`src/rtl/hafsa_sopc_cpu_oci_dct_pkg.sv`:
```
// Shared constants and types for the OCI compressed-trace (DCT) frame packer.
package hafsa_sopc_cpu_oci_dct_pkg;

  localparam int ATOM_W    = 2;
  localparam int DCT_DEPTH = 15;
  localparam int DCT_BUF_W = ATOM_W * DCT_DEPTH;
  localparam int DCT_CNT_W = 4;

  typedef logic [ATOM_W-1:0]    atom_t;
  typedef logic [DCT_BUF_W-1:0] frame_t;
  typedef logic [DCT_CNT_W-1:0] cnt_t;

  localparam atom_t ATOM_PAD = 2'b00;
  localparam atom_t ATOM_NT  = 2'b01;
  localparam atom_t ATOM_TK  = 2'b10;
  localparam atom_t ATOM_EXC = 2'b11;

  localparam cnt_t DCT_FULL_CNT = cnt_t'(DCT_DEPTH);

  typedef enum logic [1:0] {
    ST_ACTIVE = 2'd0,
    ST_DRAIN  = 2'd1,
    ST_ENDED  = 2'd2
  } dct_state_e;

endpackage

```
`src/rtl/hafsa_sopc_cpu_oci_dct_packer_if.sv`:
```
// Atom input, frame output and end-of-test signals of the DCT packer.
interface hafsa_sopc_cpu_oci_dct_packer_if;
  import hafsa_sopc_cpu_oci_dct_pkg::*;

  logic   atom_valid;
  atom_t  atom_data;
  logic   atom_ready;
  logic   flush;
  logic   test_ending;
  logic   dct_valid;
  logic   dct_ready;
  frame_t dct_buffer;
  cnt_t   dct_count;
  logic   test_has_ended;

  // master: trace compressor + trace sink side; slave: the packer itself
  modport master (
    output atom_valid, atom_data, flush, test_ending, dct_ready,
    input  atom_ready, dct_valid, dct_buffer, dct_count, test_has_ended
  );

  modport slave (
    input  atom_valid, atom_data, flush, test_ending, dct_ready,
    output atom_ready, dct_valid, dct_buffer, dct_count, test_has_ended
  );

endinterface

```
`src/rtl/hafsa_sopc_cpu_oci_dct_slot.sv`:
```
// One-entry valid/ready holding register presenting a packed frame to the sink.
module hafsa_sopc_cpu_oci_dct_slot
  import hafsa_sopc_cpu_oci_dct_pkg::*;
(
  input  logic   clk,
  input  logic   reset_n,
  input  logic   load,
  input  frame_t load_data,
  input  cnt_t   load_count,
  input  logic   dct_ready,
  output logic   dct_valid,
  output frame_t dct_buffer,
  output cnt_t   dct_count
);

  logic   valid_q, valid_d;
  frame_t buffer_q, buffer_d;
  cnt_t   count_q, count_d;

  // A load wins over a same-cycle drain so frames can stream every cycle.
  always_comb begin
    valid_d  = valid_q;
    buffer_d = buffer_q;
    count_d  = count_q;
    if (load) begin
      valid_d  = 1'b1;
      buffer_d = load_data;
      count_d  = load_count;
    end else if (valid_q && dct_ready) begin
      valid_d  = 1'b0;
    end
  end

  always_ff @(posedge clk or negedge reset_n) begin
    if (!reset_n) begin
      valid_q  <= 1'b0;
      buffer_q <= '0;
      count_q  <= '0;
    end else begin
      valid_q  <= valid_d;
      buffer_q <= buffer_d;
      count_q  <= count_d;
    end
  end

  assign dct_valid  = valid_q;
  assign dct_buffer = buffer_q;
  assign dct_count  = count_q;

endmodule

```
`src/rtl/hafsa_sopc_cpu_oci_dct_packer.sv`:
```
// Packs 2-bit trace atoms into 30-bit DCT frames and sequences end-of-test draining.
module hafsa_sopc_cpu_oci_dct_packer
  import hafsa_sopc_cpu_oci_dct_pkg::*;
(
  input  logic                             clk,
  input  logic                             reset_n,
  hafsa_sopc_cpu_oci_dct_packer_if.slave   bus
);

  frame_t     acc_q, acc_d;
  cnt_t       cnt_q, cnt_d;
  logic       flush_pend_q, flush_pend_d;
  dct_state_e state_q, state_d;
  logic       test_has_ended_q, test_has_ended_d;

  logic   slot_valid;
  frame_t slot_buffer;
  cnt_t   slot_count;

  logic   full;
  logic   flush_mode;
  logic   xfer;
  logic   atom_ready_w;
  logic   accept;
  frame_t acc_base;
  cnt_t   cnt_base;

  // DRAIN behaves like a permanently pending flush.
  assign full         = (cnt_q == DCT_FULL_CNT);
  assign flush_mode   = flush_pend_q || (state_q == ST_DRAIN);
  assign xfer         = (full || (flush_mode && (cnt_q != '0))) &&
                        (!slot_valid || bus.dct_ready);
  assign atom_ready_w = (state_q == ST_ACTIVE) && (!full || xfer);
  assign accept       = bus.atom_valid && atom_ready_w;

  // On a transfer the accumulator restarts, so a same-cycle atom lands in acc[1:0].
  always_comb begin
    acc_base = xfer ? '0 : acc_q;
    cnt_base = xfer ? '0 : cnt_q;
    acc_d    = acc_base;
    cnt_d    = cnt_base;
    if (accept) begin
      acc_d = {acc_base[DCT_BUF_W-ATOM_W-1:0], bus.atom_data};
      cnt_d = cnt_base + cnt_t'(1);
    end
  end

  // A pending flush with nothing to send evaporates, so no empty frames.
  always_comb begin
    flush_pend_d = 1'b0;
    if (!xfer && (state_q != ST_ENDED))
      flush_pend_d = (flush_pend_q || bus.flush) && (cnt_d != '0);
  end

  always_comb begin
    state_d          = state_q;
    test_has_ended_d = test_has_ended_q;
    case (state_q)
      ST_ACTIVE: begin
        if (bus.test_ending)
          state_d = ST_DRAIN;
      end
      ST_DRAIN: begin
        if ((cnt_q == '0) && !slot_valid) begin
          state_d          = ST_ENDED;
          test_has_ended_d = 1'b1;
        end
      end
      ST_ENDED: begin
        test_has_ended_d = 1'b1;
      end
      default: begin
        state_d = ST_ACTIVE;
      end
    endcase
  end

  always_ff @(posedge clk or negedge reset_n) begin
    if (!reset_n) begin
      acc_q            <= '0;
      cnt_q            <= '0;
      flush_pend_q     <= 1'b0;
      state_q          <= ST_ACTIVE;
      test_has_ended_q <= 1'b0;
    end else begin
      acc_q            <= acc_d;
      cnt_q            <= cnt_d;
      flush_pend_q     <= flush_pend_d;
      state_q          <= state_d;
      test_has_ended_q <= test_has_ended_d;
    end
  end

  hafsa_sopc_cpu_oci_dct_slot u_slot (
    .clk        (clk),
    .reset_n    (reset_n),
    .load       (xfer),
    .load_data  (acc_q),
    .load_count (cnt_q),
    .dct_ready  (bus.dct_ready),
    .dct_valid  (slot_valid),
    .dct_buffer (slot_buffer),
    .dct_count  (slot_count)
  );

  assign bus.atom_ready     = atom_ready_w;
  assign bus.dct_valid      = slot_valid;
  assign bus.dct_buffer     = slot_buffer;
  assign bus.dct_count      = slot_count;
  assign bus.test_has_ended = test_has_ended_q;

endmodule

```
`src/flat_wrapper.sv`:
```
// flat-port wrapper written by rule: the top's interface ports become plain ports
module hafsa_sopc_cpu_oci_dct_packer_flat import hafsa_sopc_cpu_oci_dct_pkg::*;
  (clk, reset_n, bus_atom_valid, bus_atom_data, bus_flush, bus_test_ending, bus_dct_ready, bus_atom_ready, bus_dct_valid, bus_dct_buffer, bus_dct_count, bus_test_has_ended);
  hafsa_sopc_cpu_oci_dct_packer_if bus_i ();
  input  logic clk;
  input  logic reset_n;
  input wire logic [$bits(bus_i.atom_valid)-1:0] bus_atom_valid;
  input wire logic [$bits(bus_i.atom_data)-1:0] bus_atom_data;
  input wire logic [$bits(bus_i.flush)-1:0] bus_flush;
  input wire logic [$bits(bus_i.test_ending)-1:0] bus_test_ending;
  input wire logic [$bits(bus_i.dct_ready)-1:0] bus_dct_ready;
  output wire logic [$bits(bus_i.atom_ready)-1:0] bus_atom_ready;
  output wire logic [$bits(bus_i.dct_valid)-1:0] bus_dct_valid;
  output wire logic [$bits(bus_i.dct_buffer)-1:0] bus_dct_buffer;
  output wire logic [$bits(bus_i.dct_count)-1:0] bus_dct_count;
  output wire logic [$bits(bus_i.test_has_ended)-1:0] bus_test_has_ended;
  assign bus_i.atom_valid = bus_atom_valid;
  assign bus_i.atom_data = bus_atom_data;
  assign bus_i.flush = bus_flush;
  assign bus_i.test_ending = bus_test_ending;
  assign bus_i.dct_ready = bus_dct_ready;
  assign bus_atom_ready = bus_i.atom_ready;
  assign bus_dct_valid = bus_i.dct_valid;
  assign bus_dct_buffer = bus_i.dct_buffer;
  assign bus_dct_count = bus_i.dct_count;
  assign bus_test_has_ended = bus_i.test_has_ended;
  hafsa_sopc_cpu_oci_dct_packer u_core (.clk(clk), .reset_n(reset_n), .bus(bus_i));
endmodule
```
`config.mk`:
```
export PLATFORM = sky130hd
export DESIGN_NAME = hafsa_sopc_cpu_oci_dct_packer_flat
export DESIGN_NICKNAME = d
export VERILOG_FILES = /design/src/rtl/hafsa_sopc_cpu_oci_dct_pkg.sv /design/src/rtl/hafsa_sopc_cpu_oci_dct_packer_if.sv /design/src/rtl/hafsa_sopc_cpu_oci_dct_slot.sv /design/src/rtl/hafsa_sopc_cpu_oci_dct_packer.sv /design/src/flat_wrapper.sv
export SDC_FILE = /design/constraint.sdc
export NUM_CORES = 1
export LEC_CHECK = 0
export BUFFER_PORTS_ARGS = -buffer_cell sky130_fd_sc_hd__buf_2
export CAP_MARGIN = 20
export CORE_UTILIZATION = 56
export CTS_CLUSTER_DIAMETER = 80
export DETAILED_ROUTE_END_ITERATION = 6
export GPL_TIMING_DRIVEN = 0
export PLACE_DENSITY_LB_ADDON = 0.1
export REMOVE_ABC_BUFFERS = 1
export SETUP_SLACK_MARGIN = 0.4
export SYNTH_ARGS = -nofsm -noshare
export SYNTH_HDL_FRONTEND = slang
export SYNTH_SLANG_ARGS = --single-unit
```
`constraint.sdc`:
```
create_clock -name clk -period 7.13 [get_ports clk]
set_input_delay 0 -clock clk [delete_from_list [all_inputs] [get_ports clk]]
set_output_delay 0 -clock clk [all_outputs]
set_load 0.01 [all_outputs]
```
==> results of run 1 <==
repair_timing:
action                                  4_1_cts  5_1_grt
setup buffers                                 0        0
hold buffers                                  5        0
endpoints found under the hold margin        77        0
endpoints found under the setup margin        0        0
placed cells by master, fill, tap and decap left out, types with 2 or more instances in the layout:
| cell | Yosys | layout |
|---|---|---|
| dfrtp_1 | 73 | 73 |
| nand2_1 | 65 | 65 |
| buf_2 | 1 | 43 |
| mux2_4 | 31 | 31 |
| a21oi_1 | 21 | 21 |
| a21oi_2 | 10 | 10 |
| clkbuf_8 | 0 | 9 |
| o21ai_0 | 6 | 6 |
| dlygate4sd3_1 | 0 | 5 |
| or3_1 | 4 | 4 |
| nor2b_1 | 3 | 3 |
| nand2b_1 | 3 | 3 |
| nor2_1 | 3 | 3 |
| clkbuf_1 | 6 | 3 |
| o21a_1 | 2 | 2 |
| nand3_1 | 2 | 2 |
| o221ai_1 | 2 | 2 |
| nor3_1 | 2 | 2 |
| mux2_2 | 2 | 2 |
| buf_16 | 0 | 2 |
per-layer routing:
metal	GRT usage, %	wire length [microns]
met5	0	0
met4	10.2	99
met3	5.60	231
met2	30.9	2590
met1	25.6	2550
through the flow:
step	power (mW)	hold slack, ns	setup WS [ns]	instance area [sq um]	std cells
floorplan	0.906	-0.296	3.53	3020	243
global placement	1.03	0.202	2.81	3330	357
detailed placement	1.04	0.195	4.45	3390	359
CTS	1.35	0.0997	4.43	3620	379
global route	1.43	0.160	4.24	3640	380
finish	1.36	0.130	4.42	3640	380
cell type report:
| cell class | instances | share of cell area (%) |
|---|---|---|
| Sequential cell | 73 | 50.1 |
| Tap cell | 70 | 2.40 |
| Clock inverter | 3 | 1.17 |
| Timing Repair Buffer | 52 | 9.41 |
| Multi-Input combinational cell | 169 | 33.1 |
| Inverter | 1 | 0.103 |
| Clock buffer | 12 | 3.71 |
cell families (layout without fill, tap and decap cells):
logic type	after synthesis	in the layout	synth area share, %
buffers and inverters	15	68	4.32
AOI/OAI and AO/OA	48	48	9.95
DFF	73	73	57.9
adders and majority gates	1	1	0.396
muxes	33	33	15.5
and+or+nand+nor	87	87	12.0
registers in the layout, indices dropped and copies added, names as in the netlist:
register                   flops
u_core.flush_pend_q            1
u_core.u_slot.dct_count        4
u_core.acc_q                  30
u_core.state_q                 2
u_core.cnt_q                   4
u_core.u_slot.dct_valid        1
u_core.bus.test_has_ended      1
u_core.u_slot.dct_buffer      30
where the power goes:
group / internal (mW) / total, mW / switching (mW)
Clock: 0.160 / 0.301 / 0.142
Sequential: 0.499 / 0.565 / 0.0665
Combinational: 0.229 / 0.489 / 0.260
Total: 0.888 / 1.36 / 0.468
critical path: stages (launching register included):
cell	delay (ns)
dfrtp_1	0.43
or3_1	0.42
o21a_1	0.15
o211a_4	0.38
buf_16	0.26
nor2b_1	0.16
ha_1	0.18
inv_1	0.05
or3_1	0.36
a311oi_1	0.22
path summary, 6_finish.rpt:
path,from,endpoint,cells after the start,slack (ns)
setup reg to reg,u_core.cnt_q[2]$_DFF_PN0_,u_core.flush_pend_q$_DFF_PN0_,9,4.42
setup / recovery,u_core.cnt_q[2]$_DFF_PN0_,u_core.flush_pend_q$_DFF_PN0_,9,4.42
min in group asynchronous,reset_n,u_core.acc_q[22]$_DFF_PN0_,2,0.31
hold reg to reg,u_core.bus.test_has_ended$_DFFE_PN0P_,u_core.bus.test_has_ended$_DFFE_PN0P_,1,0.46
max in group asynchronous,reset_n,u_core.acc_q[1]$_DFF_PN0_,2,6.22
hold / removal,bus_dct_ready,u_core.u_slot.dct_valid$_DFFE_PN0P_,3,0.13
==> flow_summary_export.csv, run 1 <==
group,metric,value,unit
outcome,outcome,"completed",
route,drc,0,
timing,fin_worst_skew,0.00951,ns
timing,finalCriticalPeriod,2.71,ns
logic_synthesis,synth_most_common_cell,"dfrtp_1",
power_and_ir_drop,cellLeakagePower,1.77,nW
setup_path,criticalPathCategory,"register to register",
cts,cts.htree.levels,3,
setup_path,crit_path_start_kind,"register",
logic_synthesis,synth-edff-count,0,
floorplanning,core_region_area,5270,sq um
cts,cts_tree,"done",
timing,max_slew_margin,40.8,%
logic_synthesis,synth_cell_types,33,
timing,rsz0062_at_grt,"false",
logic_synthesis,syn_area,3160,sq um
floorplanning,dieArea,5940,sq um
finish,fillers,412,
global_routing,first_global_vias,2008,
cts,cts_resized,0,
finish,multi_input_area,1200,sq um
finish,layout-drive-gt1-share,34.8,%
timing,finalHoldViolations,0,
power_and_ir_drop,p_per_area,372,nW/um^2
logic_synthesis,syn_avg_cell_area,12.3,sq um
hold_path,hp-class,"input pin to register",
flow_run,maxCapViolations,0,
logic_synthesis,synth_warnings,0,
setup_path,cp-end-kind,"register",
placed_design,place.gp.congestion,0.790,
finish,ff_latch_area,1830,sq um
logic_synthesis,postSynthCellCount,257,
floorplanning,start_util,59.9,%
setup_path,required,7.37,ns
placed_design,dp_hpwl,3.16,mm
floorplanning,placementRows,26,
power_and_ir_drop,ir_drop,0.000254,V
logic_synthesis,ys_seq_elements,73,
setup_path,crit_fanout,44,
floorplanning,die_h,77.1,microns
cts,clockRootBuffer,"clkbuf_8",
timing,fmax,369,MHz
route,drt_iter0_markers,145,
logic_synthesis,synthTopCellsByCount,"dfrtp_1 (73), nand2_1 (65), mux2_4 (31), a21oi_1 (21), a21oi_2 (10)",
cts,clk_path_buf_depth,2,
global_routing,grt_pass1_wl,9.17,mm
timing,fin_setup_tns,0,ns
route,ant_nets,0,
setup_path,crit_arrival,2.95,ns
finish,nets,315,
route,vias,2075,
route,drt_wl_total,5.47,mm
finish,syn_to_final_growth,15.4,%
cts,cts_buffers,9,
route,first_pass_iters,4,
route,viasPerCell,5.46,
floorplanning,die_x,77.1,microns
cts,cts.sink_count,73,
logic_synthesis,synthArstFlopShare,100,%
cts,clk_transition_reported_paths,0.07,ns
timing,fin_crit_sh,38.0,%
timing,slew_viol_final,0,
placed_design,port_buffers,44,
global_routing,gr-usage-all-layers,19.9,%
finish,final_core_util,69.1,%
global_routing,antenna_found_initial,0,
cts,clk_latency,0.34,ns
logic_synthesis,synth_flop_cell,"dfrtp_1",
timing,tightest_slew,0.888,ns
logic_synthesis,seq_area_frac_synth,57.9,%
finish,n_antenna_cell,0,
logic_synthesis,synthTopCellsByArea,"dfrtp_1 (58%), mux2_4 (15%), nand2_1 (7.7%)",
floorplanning,io-pin-count,45,
global_routing,grt_start_max_net_pins,74,
route,wl_per_cell,14.4,microns
global_routing,gr-total-overflow,0,
logic_synthesis,synth_largest_area_cell,"dfrtp_1",
timing,finalSetupViolCount,0,
logic_synthesis,netlist.area_leader.share,57.9,%
Power figures use the tool's default switching activity.
==> run 2, diff against run 1 <==
ABC_AREA = 1   (was not set)
CORE_UTILIZATION = 50   (was 56)
clock period = 2.2 ns   (was 7.13 ns; I/O delays follow)
==> run 2 against run 1 <==
  * Utilization down 2.6 points
  * Sequential power grew to 3.0 times the previous value
  * Non-clock buffer count up 13
  * Largest cell class unchanged
  * Hold slack lost 0.055 ns
  * Critical path depth increased by 4
  * Register-to-register slack worse by 4.1 ns
  * Area after synthesis decreased by 5.7%
==> flow_summary_export.csv, run 2 <==
group,metric,value,unit
logic_synthesis,syn_avg_cell_area,9.60,sq um
timing,max_slew_margin,68.2,%
floorplanning,start_util,53.1,%
cts,clk_path_buf_depth,2,
floorplanning,io-pin-count,45,
route,wl_per_cell,15.3,microns
logic_synthesis,synthTopCellsByArea,"dfrtp_1 (61%), nand2_1 (8.8%), o31ai_1 (6.8%)",
logic_synthesis,synthTopCellsByCount,"dfrtp_1 (73), nand2_1 (70), inv_1 (35), nand3_1 (29), o31ai_1 (27)",
timing,finalSetupViolCount,0,
floorplanning,die_x,79.2,microns
hold_path,hp-class,"input pin to register",
power_and_ir_drop,total_power,4.61,mW
cts,clockRootBuffer,"clkbuf_8",
timing,finalHoldViolations,0,
logic_synthesis,ys_seq_elements,73,
power_and_ir_drop,cellLeakagePower,1.83,nW
finish,final_cell_mix,"dfrtp_1 (71), nand2_1 (67), buf_2 (43), inv_1 (33), nand3_1 (29)",
global_routing,first_global_vias,2258,
route,drc,0,
placed_design,dp_hpwl,3.18,mm
setup_path,crit_path_start_kind,"register",
global_routing,gr-total-overflow,0,
route,drt_wl_total,6.90,mm
setup_path,cp-end-kind,"register",
setup_path,crit_arrival,2.12,ns
logic_synthesis,netlist.area_leader.share,61.4,%
floorplanning,dieArea,6270,sq um
finish,nets,383,
timing,finalCriticalPeriod,1.90,ns
timing,tightest_slew,0.476,ns
finish,n_antenna_cell,0,
timing,fin_crit_sh,86.6,%
timing,fin_worst_skew,0.00804,ns
route,drt_iter0_markers,143,
finish,syn_to_final_growth,25.3,%
logic_synthesis,synth_warnings,0,
setup_path,reg2reg_slack,0.30,ns
route,ant_nets,0,
floorplanning,die_h,79.2,microns
logic_synthesis,synth-edff-count,0,
route,vias,2380,
global_routing,grt_start_max_net_pins,50,
cts,cts.htree.levels,3,
power_and_ir_drop,p_per_area,1240,nW/um^2
placed_design,port_buffers,44,
outcome,outcome,"completed",
setup_path,required,2.42,ns
cts,clk_transition_reported_paths,0.07,ns
route,viasPerCell,5.28,
floorplanning,placementRows,27,
logic_synthesis,synth_cell_types,23,
global_routing,antenna_found_initial,0,
timing,fin_setup_tns,0,ns
timing,slew_viol_final,0,
finish,layout-drive-gt1-share,26.6,%
logic_synthesis,synth_most_common_cell,"dfrtp_1",
logic_synthesis,seq_area_frac_synth,61.4,%
setup_path,crit_fanout,4,
power_and_ir_drop,ir_drop,0.000703,V
cts,cts_tree,"done",
global_routing,gr-usage-all-layers,23.8,%
placed_design,place.gp.congestion,0.773,
global_routing,grt_pass1_wl,11.3,mm
logic_synthesis,postSynthCellCount,310,
cts,clk_latency,0.34,ns
logic_synthesis,synthArstFlopShare,100,%
cts,cts_buffers,9,
timing,fmax,525,MHz
timing,rsz0062_at_grt,"true",
logic_synthesis,synth_largest_area_cell,"dfrtp_1",
flow_run,maxCapViolations,0,
logic_synthesis,synth_flop_cell,"dfrtp_1",
setup_path,criticalPathCategory,"register to register",
logic_synthesis,syn_area,2980,sq um
route,first_pass_iters,4,
floorplanning,core_region_area,5610,sq um
finish,final_common_cell,"dfrtp_1",
cts,cts.sink_count,73,
[run 2: cell types whose count changed after synthesis, moves of 10 or more]
cell	delta
inv_1	+34
mux2_4	-31
nand3_1	+27
o31ai_1	+27
a21oi_1	-20
buf_2	+14
o21ai_0	+14
a21oi_2	-10
o21ai_1	+10
[run 2: final timing paths]
kind                       depth (start not counted)                                 endpoint                                  start
setup reg to reg                                  13            u_core.flush_pend_q$_DFF_PN0_              u_core.cnt_q[3]$_DFF_PN0_
max in group asynchronous                          3  u_core.u_slot.dct_buffer[1]$_DFFE_PN0P_                                reset_n
min in group asynchronous                          2               u_core.acc_q[16]$_DFF_PN0_                                reset_n
hold reg to reg                                    1    u_core.bus.test_has_ended$_DFFE_PN0P_  u_core.bus.test_has_ended$_DFFE_PN0P_
hold / removal                                     3                u_core.cnt_q[3]$_DFF_PN0_                         bus_atom_valid
setup / recovery                                  13            u_core.flush_pend_q$_DFF_PN0_              u_core.cnt_q[3]$_DFF_PN0_
[run 2: routing by layer]
| metal | share of wire, % | track usage, % |
|---|---|---|
| met5 | 0 | 0 |
| met2 | 49 | 36.3 |
| met4 | 1.0 | 10.2 |
| met3 | 4.6 | 4.71 |
| met1 | 45 | 33.2 |
[run 2: area by class of cell]
cell class                 instances  area (sq um)
fill                             476          1880
inverter                          39           163
multi-input combinational        185          1040
clock inverter                     1          7.51
clock buffer                      15           186
sequential                        73          1830
tap                               72          90.1
timing repair inverter             1          8.76
timing repair buffer              65           405
[run 2: logic make-up (layout without fill, tap and decap cells)]
family	count (synthesis)	count (layout)	share of synthesized area, %
and+or+nand+nor	117	122	17.3
DFF	73	73	61.4
buffers and inverters	57	121	8.07
adders and majority gates	1	1	0.420
AOI/OAI and AO/OA	62	62	12.9
[run 2: timing repair]
item,4_1_cts,5_1_grt
gates cloned,6,0
buffers inserted,8,7
hold buffers,5,0
resized for setup,12,11
pin swaps,10,12
endpoints found under the setup margin,69,31
hold endpoints to repair,39,0
[run 2: critical path, stage by stage, from the launching register on]
cell and delay, ns:
dfrtp_1 0.42, nor2_1 0.15, nand2_1 0.10, nand2_2 0.11
nand2_4 0.07, nand2_8 0.11, nand2_4 0.06, inv_2 0.07
ha_4 0.13, nand4_1 0.13, nand3_1 0.12, nand2_1 0.08
nor2_1 0.15, a21oi_1 0.08
[run 2: power by group]
group	switching [mW]	internal [mW]	total (mW)	leakage, nW
clock	0.463	0.535	0.998	0.0960
combinational	1.29	0.601	1.89	0.740
sequential	0.144	1.58	1.72	0.994
[run 2: per-stage QoR]
stage | setup WS (ns) | hold WS [ns] | cell area (sq um) | util (%) | instances
6_report | 0.295 | 0.0743 | 3730 | 66.5 | 451
5_1_grt | 0.199 | 0.0678 | 3730 | 66.5 | 451
4_1_cts | 0.374 | 0.0498 | 3630 | 64.8 | 444
3_5_place_dp | -0.833 | -0.0133 | 3220 | 57.3 | 409
3_3_place_gp | -0.788 | 0.209 | 3190 | 56.9 | 408
2_1_floorplan | -0.174 | -0.296 | 2880 | - | 292
